`config.mk`:
```
export PLATFORM = sky130hd
export DESIGN_NAME = sound_sequencer
export DESIGN_NICKNAME = d
export VERILOG_FILES = /design/src/rtl/sound_pkg.sv /design/src/rtl/sound_tick_gen.sv /design/src/rtl/sound_sequencer.sv
export SDC_FILE = /design/constraint.sdc
export NUM_CORES = 1
export LEC_CHECK = 0
export BUFFER_PORTS_ARGS = -buffer_cell sky130_fd_sc_hd__buf_2
export CORE_MARGIN = 4
export CORE_UTILIZATION = 59
export CTS_BUF_LIST = sky130_fd_sc_hd__clkbuf_4
export DETAILED_ROUTE_END_ITERATION = 10
export GPL_TIMING_DRIVEN = 0
export PLACE_DENSITY = 0.83
export SYNTH_ARGS = -nofsm -noshare
export SYNTH_HDL_FRONTEND = slang
export SYNTH_SLANG_ARGS = --single-unit
```
`constraint.sdc`:
```
create_clock -name clk -period 4.1 [get_ports clk]
set_input_delay 0.41 -clock clk [delete_from_list [all_inputs] [get_ports clk]]
set_output_delay 0.41 -clock clk [all_outputs]
set_load 0.03 [all_outputs]
```
`src/rtl/sound_pkg.sv`:
```
// Shared types, note tables and helpers for the sound sequencer.
// Event 0 is the highest priority; a note count of 0 disables an event.
package sound_pkg;

  localparam int EVT_COUNT  = 4;
  localparam int NOTE_SLOTS = 4;
  localparam int PS_W       = 32;
  localparam int DUR_BITS   = 4;
  localparam int NCNT_W     = $clog2(NOTE_SLOTS + 1);

  typedef enum logic [1:0] {
    IDLE = 2'd0,
    PLAY = 2'd1,
    GAP  = 2'd2
  } state_t;

  typedef struct packed {
    logic [PS_W-1:0]     prescale;
    logic [DUR_BITS-1:0] dur;
  } note_t;

  localparam logic [NCNT_W-1:0] NOTE_CNT [EVT_COUNT] = '{
    NCNT_W'(3), NCNT_W'(3), NCNT_W'(1), NCNT_W'(1)
  };

  localparam note_t NOTE_TABLE [EVT_COUNT][NOTE_SLOTS] = '{
    '{'{32'd746,    4'd2}, '{32'd627,  4'd4}, '{32'd498,  4'd8}, '{32'd0, 4'd0}},
    '{'{32'd3986,   4'd2}, '{32'd4740, 4'd4}, '{32'd5972, 4'd8}, '{32'd0, 4'd0}},
    '{'{32'd627,    4'd2}, '{32'd0,    4'd0}, '{32'd0,    4'd0}, '{32'd0, 4'd0}},
    '{'{32'd160000, 4'd2}, '{32'd0,    4'd0}, '{32'd0,    4'd0}, '{32'd0, 4'd0}}
  };

  // A zero-length note still plays for one tick.
  function automatic logic [DUR_BITS-1:0] noteTicks(input note_t n);
    return (n.dur == '0) ? DUR_BITS'(1) : n.dur;
  endfunction

endpackage

```
`src/rtl/sound_tick_gen.sv`:
```
// Divides clk down to a one-cycle tick every TICK_CYCLES cycles.
// A synchronous restart realigns the phase so each note starts a fresh tick period.
module sound_tick_gen #(
  parameter int TICK_CYCLES = 6_250_000
) (
  input  logic clk,
  input  logic resetN,
  input  logic restart,
  output logic tick
);

  localparam int CNT_W = (TICK_CYCLES > 1) ? $clog2(TICK_CYCLES) : 1;

  logic [CNT_W-1:0] cnt;

  assign tick = (cnt == CNT_W'(TICK_CYCLES - 1));

  always_ff @(posedge clk or negedge resetN) begin
    if (!resetN) begin
      cnt <= '0;
    end else if (restart || tick) begin
      cnt <= '0;
    end else begin
      cnt <= cnt + CNT_W'(1);
    end
  end

endmodule

```
`src/rtl/sound_sequencer.sv`:
```
// Priority-arbitrated multi-note sound sequencer driving a tone generator.
// Lower event index wins; lower-priority requests wait in a pending mask.
module sound_sequencer
  import sound_pkg::*;
#(
  parameter int NUM_EVENTS  = EVT_COUNT,
  parameter int MAX_NOTES   = NOTE_SLOTS,
  parameter int PRESCALE_W  = PS_W,
  parameter int DUR_W       = DUR_BITS,
  parameter int TICK_CYCLES = 6_250_000,
  parameter int GAP_CYCLES  = 0,
  parameter int RETRIGGER   = 1
) (
  input  logic                          clk,
  input  logic                          resetN,
  input  logic [NUM_EVENTS-1:0]         event_req,
  input  logic                          mute,
  output logic                          enable_sound,
  output logic [PRESCALE_W-1:0]         pre_scale_value,
  output logic [$clog2(NUM_EVENTS)-1:0] active_event,
  output logic                          busy
);

  localparam int EVT_W = $clog2(NUM_EVENTS);
  localparam int IDX_W = (MAX_NOTES > 1) ? $clog2(MAX_NOTES) : 1;
  localparam int GAP_W = $clog2(GAP_CYCLES + 2);

  state_t                state, stateN;
  logic [EVT_W-1:0]      activeEvt, activeEvtN;
  logic [IDX_W-1:0]      noteIdx, noteIdxN;
  logic [DUR_W-1:0]      durCnt, durCntN;
  logic [GAP_W-1:0]      gapCnt, gapCntN;
  logic [NUM_EVENTS-1:0] pending, pendingN;
  logic [PRESCALE_W-1:0] prescale, prescaleN;
  logic                  playQ, playQN;
  logic                  busyQ, busyQN;

  logic [NUM_EVENTS-1:0] enMask, cand, bestOh, actOh;
  logic [EVT_W-1:0]      best, startEvt;
  logic [IDX_W-1:0]      startIdx;
  logic                  anyCand, startNote, lastNote, tick;

  sound_tick_gen #(.TICK_CYCLES(TICK_CYCLES)) uTickGen (
    .clk     (clk),
    .resetN  (resetN),
    .restart (startNote),
    .tick    (tick)
  );

  always_comb begin
    enMask = '0;
    for (int i = 0; i < NUM_EVENTS; i++) enMask[i] = (NOTE_CNT[i] != '0);
    cand    = (pending | event_req) & enMask;
    anyCand = |cand;
    best    = '0;
    for (int i = NUM_EVENTS - 1; i >= 0; i--) if (cand[i]) best = EVT_W'(i);
    bestOh   = NUM_EVENTS'(1) << best;
    actOh    = NUM_EVENTS'(1) << activeEvt;
    lastNote = (NCNT_W'(noteIdx) + NCNT_W'(1)) >= NOTE_CNT[activeEvt];
  end

  always_comb begin
    stateN     = state;
    activeEvtN = activeEvt;
    noteIdxN   = noteIdx;
    durCntN    = durCnt;
    gapCntN    = gapCnt;
    pendingN   = pending;
    prescaleN  = prescale;
    playQN     = playQ;
    busyQN     = busyQ;
    startNote  = 1'b0;
    startEvt   = best;
    startIdx   = '0;

    if (state == IDLE) begin
      if (anyCand) begin
        startNote = 1'b1;
        pendingN  = cand & ~bestOh;
      end
    end else if (anyCand && (best < activeEvt)) begin
      // Preemption drops the interrupted event entirely.
      startNote = 1'b1;
      pendingN  = cand & ~bestOh & ~actOh;
    end else begin
      pendingN = (pending | (event_req & enMask)) & ~actOh;
      startEvt = activeEvt;
      if ((RETRIGGER != 0) && event_req[activeEvt]) begin
        startNote = 1'b1;
      end else if (state == PLAY) begin
        if (tick) begin
          if (durCnt <= DUR_W'(1)) begin
            if (lastNote) begin
              stateN = IDLE;
              playQN = 1'b0;
              busyQN = 1'b0;
            end else if (GAP_CYCLES > 0) begin
              stateN  = GAP;
              gapCntN = GAP_W'(GAP_CYCLES - 1);
              playQN  = 1'b0;
            end else begin
              startNote = 1'b1;
              startIdx  = noteIdx + IDX_W'(1);
            end
          end else begin
            durCntN = durCnt - DUR_W'(1);
          end
        end
      end else if (gapCnt == '0) begin
        startNote = 1'b1;
        startIdx  = noteIdx + IDX_W'(1);
      end else begin
        gapCntN = gapCnt - GAP_W'(1);
      end
    end

    if (startNote) begin
      stateN     = PLAY;
      activeEvtN = startEvt;
      noteIdxN   = startIdx;
      prescaleN  = PRESCALE_W'(NOTE_TABLE[startEvt][startIdx].prescale);
      durCntN    = DUR_W'(noteTicks(NOTE_TABLE[startEvt][startIdx]));
      playQN     = 1'b1;
      busyQN     = 1'b1;
    end
  end

  always_ff @(posedge clk or negedge resetN) begin
    if (!resetN) begin
      state     <= IDLE;
      activeEvt <= '0;
      noteIdx   <= '0;
      durCnt    <= '0;
      gapCnt    <= '0;
      pending   <= '0;
      prescale  <= '0;
      playQ     <= 1'b0;
      busyQ     <= 1'b0;
    end else begin
      state     <= stateN;
      activeEvt <= activeEvtN;
      noteIdx   <= noteIdxN;
      durCnt    <= durCntN;
      gapCnt    <= gapCntN;
      pending   <= pendingN;
      prescale  <= prescaleN;
      playQ     <= playQN;
      busyQ     <= busyQN;
    end
  end

  assign enable_sound    = playQ & ~mute;
  assign pre_scale_value = prescale;
  assign active_event    = activeEvt;
  assign busy            = busyQ;

endmodule
```
; Word level (Yosys, flattened, before mapping)
; Index checks and enable logic that the tools add are counted.
[classes]
n_addsub = 5
order_cmp = 7
eq_ne = 7
n_shift = 2
muxes = 63
n_bitwise = 15
reduce_logical = 12
[op_table]
columns = op, count
row1 = 144-bit binary-select mux with 2-bit select, 1
row2 = 144-bit 2-to-1 mux, 2
row3 = 36-bit binary-select mux with 2-bit select, 1
row4 = 36-bit 2-to-1 mux, 2
row5 = 2-bit 2-to-1 mux, 22
row6 = 4-bit 2-to-1 mux, 11
row7 = 23-bit by 1-bit adder with 23-bit output (second input constant), 1
row8 = 23-bit equality test (second input constant), 1
row9 = 23-bit 2-to-1 mux, 1
row10 = 1-bit 2-to-1 mux, 19
row11 = 4-bit AND, 3
row12 = 3-bit greater-or-equal comparator (second input constant), 3
row13 = 2-bit NOT with 3-bit output, 3
row14 = 2-bit by 1-bit inequality test with 1-bit output (second input constant), 4
row15 = 4-bit NOT, 2
row16 = 2-bit nonzero test, 4
row17 = 1-bit by 2-bit left shift with 4-bit output (first input constant), 2
row18 = 7-bit AND reduction, 1
row19 = 3-bit binary-select mux with 2-bit select, 1
row20 = 3-bit 2-to-1 mux, 2
row21 = 6-bit AND reduction, 1
row22 = 1-bit NOT, 5
row23 = 4-bit by 1-bit less-or-equal comparator with 1-bit output (second input constant), 1
row24 = 4-bit zero test, 1
row25 = 17 further kinds, 17
[totals]
regBits = 71
output_inout_bits = 36

; Longest topological paths before layout
[depth]
depth_word = 19
depth_mapped = 15
ltp_nobuf = 14

; Cells and area by module
; A second synthesis with hierarchy kept.
[unflattened]
hier_cells = 330
hier_area_um2 = 3030.4
[modules_own_cells]
columns = module, instances, cells_per_inst, area_each_um2
row1 = sound_sequencer, 1, 204, 1830.5
row2 = sound_tick_gen, 1, 126, 1199.9

; Worst setup path before layout
; OpenSTA, ideal clock, no wires.
[synth_timing]
kind = in2reg
from = input port event_req[0]
to = register prescale[4] (netlist: pre_scale_value[4])
t_arrival_ns = 3.131
required_time_ns = 4.013
setup_slack_ns = 0.882
cell_stages = 13
path_buffers = 1
path_cell_list = nor4_1 nor2b_1 ha_1 nor2b_1 o311a_1 or3_1 clkbuf_1 o21ai_0 mux2i_1 inv_1 ha_1 mux2_2 o211ai_1
[synth_between]
elab_chain_len = 13
[synth_rtl]
columns = item, line_no
row1 = start: declaration, sound_sequencer.sv:16  ; input logic [NUM_EVENTS-1:0] event_req,
row2 = 4-bit bitwise OR (*), sound_sequencer.sv:53  ; cand = (pending | event_req) & enMask;
row3 = 2-bit 2-to-1 mux, sound_sequencer.sv:56  ; for (int i = NUM_EVENTS - 1; i >= 0; i--) if (cand[i]) best = EVT_W'(i);
row4 = 2-bit less-than comparator, sound_sequencer.sv:81  ; end else if (anyCand && (best < activeEvt)) begin
row5 = 1-bit logical AND, sound_sequencer.sv:81
row6 = 2-bit 2-to-1 mux, sound_sequencer.sv:81
row7 = 2-bit 2-to-1 mux (*), sound_sequencer.sv:76  ; if (state == IDLE) begin
row8 = net startEvt[0], sound_sequencer.sv:39  ; logic [EVT_W-1:0] best, startEvt;
row9 = 2-bit NOT with 3-bit output (not written as such) (*), sound_sequencer.sv:121  ; prescaleN = PRESCALE_W'(NOTE_TABLE[startEvt][startIdx].prescale);
row10 = 144-bit binary-select mux with 2-bit select (*), sound_sequencer.sv:121
row11 = 144-bit 2-to-1 mux (not written as such) (*) (2 in a row), sound_sequencer.sv:121
row12 = 36-bit binary-select mux with 2-bit select (*), sound_sequencer.sv:121
row13 = 36-bit 2-to-1 mux (*) (2 in a row), -
row14 = end signal: assignment, sound_sequencer.sv:146  ; prescale <= prescaleN;
row15 = end: declaration, sound_sequencer.sv:34  ; logic [PRESCALE_W-1:0] prescale, prescaleN;
; The timed path passes the listed nets; every way through them passes the cells marked *. The select of a mux whose other input is x is not followed.
; A chain may end at the register's enable or synchronous reset.

; Final worst setup path
[layout_timing]
from = register pending[0]
to = register prescale[4] (netlist: pre_scale_value[4])
[layout_between]
elab_chain_len = 13
[layout_rtl]
columns = item, line_no
row1 = start: declaration, sound_sequencer.sv:33  ; logic [NUM_EVENTS-1:0] pending, pendingN;
row2 = start signal: assignment, sound_sequencer.sv:145  ; pending <= pendingN;
row3 = 4-bit bitwise OR (*), sound_sequencer.sv:53
row4 = 2-bit 2-to-1 mux, sound_sequencer.sv:56
row5 = 2-bit less-than comparator, sound_sequencer.sv:81
row6 = 1-bit logical AND, sound_sequencer.sv:81
row7 = 2-bit 2-to-1 mux, sound_sequencer.sv:81
row8 = 2-bit 2-to-1 mux (*), sound_sequencer.sv:76
row9 = net startEvt[0], sound_sequencer.sv:39
row10 = 2-bit NOT with 3-bit output (not written as such) (*), sound_sequencer.sv:121
row11 = 144-bit binary-select mux with 2-bit select (*), sound_sequencer.sv:121
row12 = 144-bit 2-to-1 mux (not written as such) (*) (2 in a row), sound_sequencer.sv:121
row13 = 36-bit binary-select mux with 2-bit select (*), sound_sequencer.sv:121
row14 = 36-bit 2-to-1 mux (*) (2 in a row), -
; Marks and branches as above.

==> metrics.json <==
{
  "global_route": {
    "global_route.overflow_total": 0,
    "grt_first_pass_wirelength_um": 9770,
    "grt.total_usage": 0.201,
    "largest_net_degree_at_the_start_of_global_routing": 51,
    "grt_antenna_before_repair": 0,
    "vias_in_the_first_global_route": 2117
  },
  "clock_tree": {
    "tritoncts_clock_tree": "built",
    "ctsHtreeMaxLevel": 2,
    "root_buffer": "clkbuf_4",
    "clock_sinks": 50,
    "clkLatencyLatePin_ps": 370,
    "clkTransAtPathRegs_ps": 150,
    "cts_buffer_depth": 2,
    "post-cts-setup-buffers": 0,
    "numCtsBuffers": 5
  },
  "routing": {
    "routed_wirelength_um": 5450,
    "antenna_violating_nets_post_route": 0,
    "drtIter0Drc": 197,
    "routed_len_inst_um": 13.5,
    "length_of_routed_met3_wiring_um": 298,
    "detail_route.vias_per_cell": 5.52,
    "remaining_drc_errors": 0,
    "first_pass_iters": 4,
    "detail_route.wirelength.met1_um": 2450,
    "highest_layer": "met4",
    "routed-via-count": 2231,
    "route.met2.wl_um": 2640
  },
  "synthesis": {
    "synth_edf_count": 0,
    "synth_sequential_area_ratio": 0.444,
    "combinational_family_with_the_most_area_after_synthesis": "simple AND/OR/NAND/NOR gates",
    "yosys_warnings": 0,
    "netlist_top_cells_area": "dfrtp_1 (44%), nor2_1 (5.6%), buf_4 (4.8%)",
    "netlist_area_mm2": 0.00282,
    "syn-mean-instance-area_um2": 9.29,
    "main_synth_ff_type": "dfrtp_1",
    "synth_top_area_cell": "dfrtp_1",
    "yosys-mux-area-fraction": 0.0196,
    "ys_ff_latch": 50,
    "synth_xor_area_frac": 0.0653,
    "synthDistinctLibCells": 53,
    "post-synth-top-count-cell": "dfrtp_1",
    "yosys.area_share.simple": 0.222,
    "post_synth_fa_ha_maj_area_fraction": 0.0400,
    "netlist_instances": 303,
    "synth-compound-area-share": 0.125,
    "synth_largest_type_area_fraction": 0.444,
    "proportion_of_register_bits_with_asynchronous_set_or_reset_after_synthesis": 1.00,
    "ys_top_cells_by_count": "dfrtp_1 (50), nor2_1 (42), nand2_1 (29)"
  },
  "worst_setup_path": {
    "worstReg2RegStart": "pending[0]",
    "worstPathMaxFanout": 7,
    "cp-startpoint": "pending[0]",
    "critPathMaxStageDelay_ps": 490,
    "path_buf_inv": 2,
    "critPathCaptureType": "register",
    "cp_data_required_time_ps": 4410,
    "critical_path.cell_chain": "nor4_2 -> nor2b_1 -> ha_1 -> a21oi_1 -> or3_1 -> clkbuf_1 -> o21ai_0 -> mux2i_1 -> inv_1 -> ha_1 -> mux2_2 -> o211ai_1",
    "crit_path_end": "pre_scale_value[4]",
    "reg2reg_to": "pre_scale_value[4]",
    "critPathKind": "reg2reg",
    "library_cell_contributing_the_largest_single_delay_on_the_critical_path": "nor4_2",
    "ff2ff_setup_slack_ps": 520,
    "worst-path-stages": 12,
    "setup.worst_path.start_class": "register",
    "critPathTopFamily": "simple AND/OR/NAND/NOR gates",
    "cell_type_with_the_highest_occurrence_count_on_the_critical_path": "ha_1",
    "worst_r2r_path_depth": 12,
    "critical_path_arrival_ps": 3880
  },
  "placement": {
    "dp_hpwl_um": 4020,
    "place.port_buffers": 26,
    "last_weighted_congestion_value_of_the_routability_driven_placer": 0.844,
    "placement_cell_area_mm2": 0.00307
  },
  "timing": {
    "timing_worst_slew_pin_value_ps": 1070,
    "final.setup.tns_ps": 0,
    "setup-violations-final": 0,
    "rsz0062_at_grt": "no",
    "max-slew-margin-rel": 0.284,
    "finalWorstPathRequiredPeriod_ps": 3580,
    "skew_ps": 22.6,
    "layout_worst_path_cycle_share": 0.872,
    "finalHoldViolations": 0,
    "max_freq_mhz": 280,
    "number_of_pins_exceeding_their_max_slew_limit_in_the_final_report": 0
  },
  "flow_run": {
    "max-cap-violations": 0
  },
  "floorplanning": {
    "core_mm2": 0.00447,
    "die_width_um": 77.1,
    "num_rows": 24,
    "die_h_um": 77.1,
    "ios": 43,
    "overall_die_area_mm2": 0.00594,
    "initial_utilization": 0.629
  },
  "finish": {
    "antennaDiodeCount": 0,
    "layout-drive-gt1-share": 0.207,
    "seqCellArea_mm2": 0.00125,
    "multiInputGateArea_mm2": 0.00140,
    "layout.filler_cells": 368,
    "finish.instance_area_mm2": 0.00316,
    "area.growth.synth_to_final_pct": 12.1,
    "nNetsFinal": 367
  },
  "hold_path": {
    "hp-class": "in2async"
  },
  "power_and_ir_drop": {
    "power.leakage_uw": 0.00148,
    "power.density_cell_area_mw_per_mm2": 604,
    "peakVddDrop_mv": 0.230
  },
  "status": {
    "outcome": "completed"
  }
}
-- state kept, by name, summed over array words and instances (netlist names) --
signal	count
noteIdx	2
durCnt	4
state	1
pre_scale_value	14
uTickGen.cnt	23
pending	4
active_event	2
-- placed cells by master (no fill, tap or decap), drive strengths merged, types with 4 or more instances in the layout --
cell type / instances
nor3: 6
nand3: 12
nand4: 5
nor4: 5
nand3b: 4
and3: 6
a21oi: 10
dfrtp: 50
conb: 16
xnor2: 12
o21ai: 23
o211ai: 5
inv: 13
nand2: 29
ha: 9
clkbuf: 11
buf: 48
xor2: 9
nor2: 42
-- layout make-up --
class                   instances  area share
multi-input cells             229       0.442
flip-flops and latches         50       0.397
plain buffers                  26      0.0579
repair buffers                 26      0.0412
well taps                      52      0.0206
clock buffers                   7      0.0167
inverters                      13      0.0155
clock inverters                 1     0.00952
-- metrics by stage --
stage               hold WS, ps  setup slack (ps)   util  total power (µW)  std cells
finish                      209               524  0.705              1900        404
global route                289              49.7  0.705              2070        404
CTS                         243               370  0.704              1920        404
detailed placement          475               287  0.685              1620        396
global placement            456               329  0.685              1590        396
floorplan                   114               882      -              1390        318
-- report_power, final --
| part | internal (µW) | switching, µW | total [µW] |
|---|---|---|---|
| clock network | 143 | 148 | 291 |
| registers | 599 | 69.8 | 669 |
| logic | 324 | 621 | 945 |
-- layer usage --
| metal | track usage | vias up |
|---|---|---|
| li1 | - | 1115 |
| met1 | 0.264 | 1054 |
| met2 | 0.328 | 57 |
| met3 | 0.0492 | 5 |
| met4 | 0.0605 | 0 |
| met5 | 0 | - |
-- cells by family after synthesis --
family                   Yosys count
other                              1
multiplexers                       4
buffers and inverters             39
XOR/XNOR                          21
AND/OR/NAND/NOR                  124
AO/OA/AOI/OAI                     55
adder cells (fa/ha/maj)            9
flip-flops                        50
-- repair_timing --
item | 4_1_cts | 5_1_grt
gates resized for setup | 0 | 1
hold buffers | 0 | 0
endpoints found under the setup margin | 0 | 4
-- worst min path at each step --
stage / slack (ps) / end / start / depth (start not counted)
2_1_floorplan: 110 / active_event[0] / resetN / 0
3_3_place_gp: 460 / pre_scale_value[11] / pre_scale_value[11] / 2
3_5_place_dp: 470 / pre_scale_value[5] / pre_scale_value[5] / 2
4_1_cts: 240 / pre_scale_value[4] / resetN / 1
5_1_grt: 290 / pending[1] / resetN / 1
6_report: 210 / pre_scale_value[4] / resetN / 1
Power figures use the tool's default switching activity.
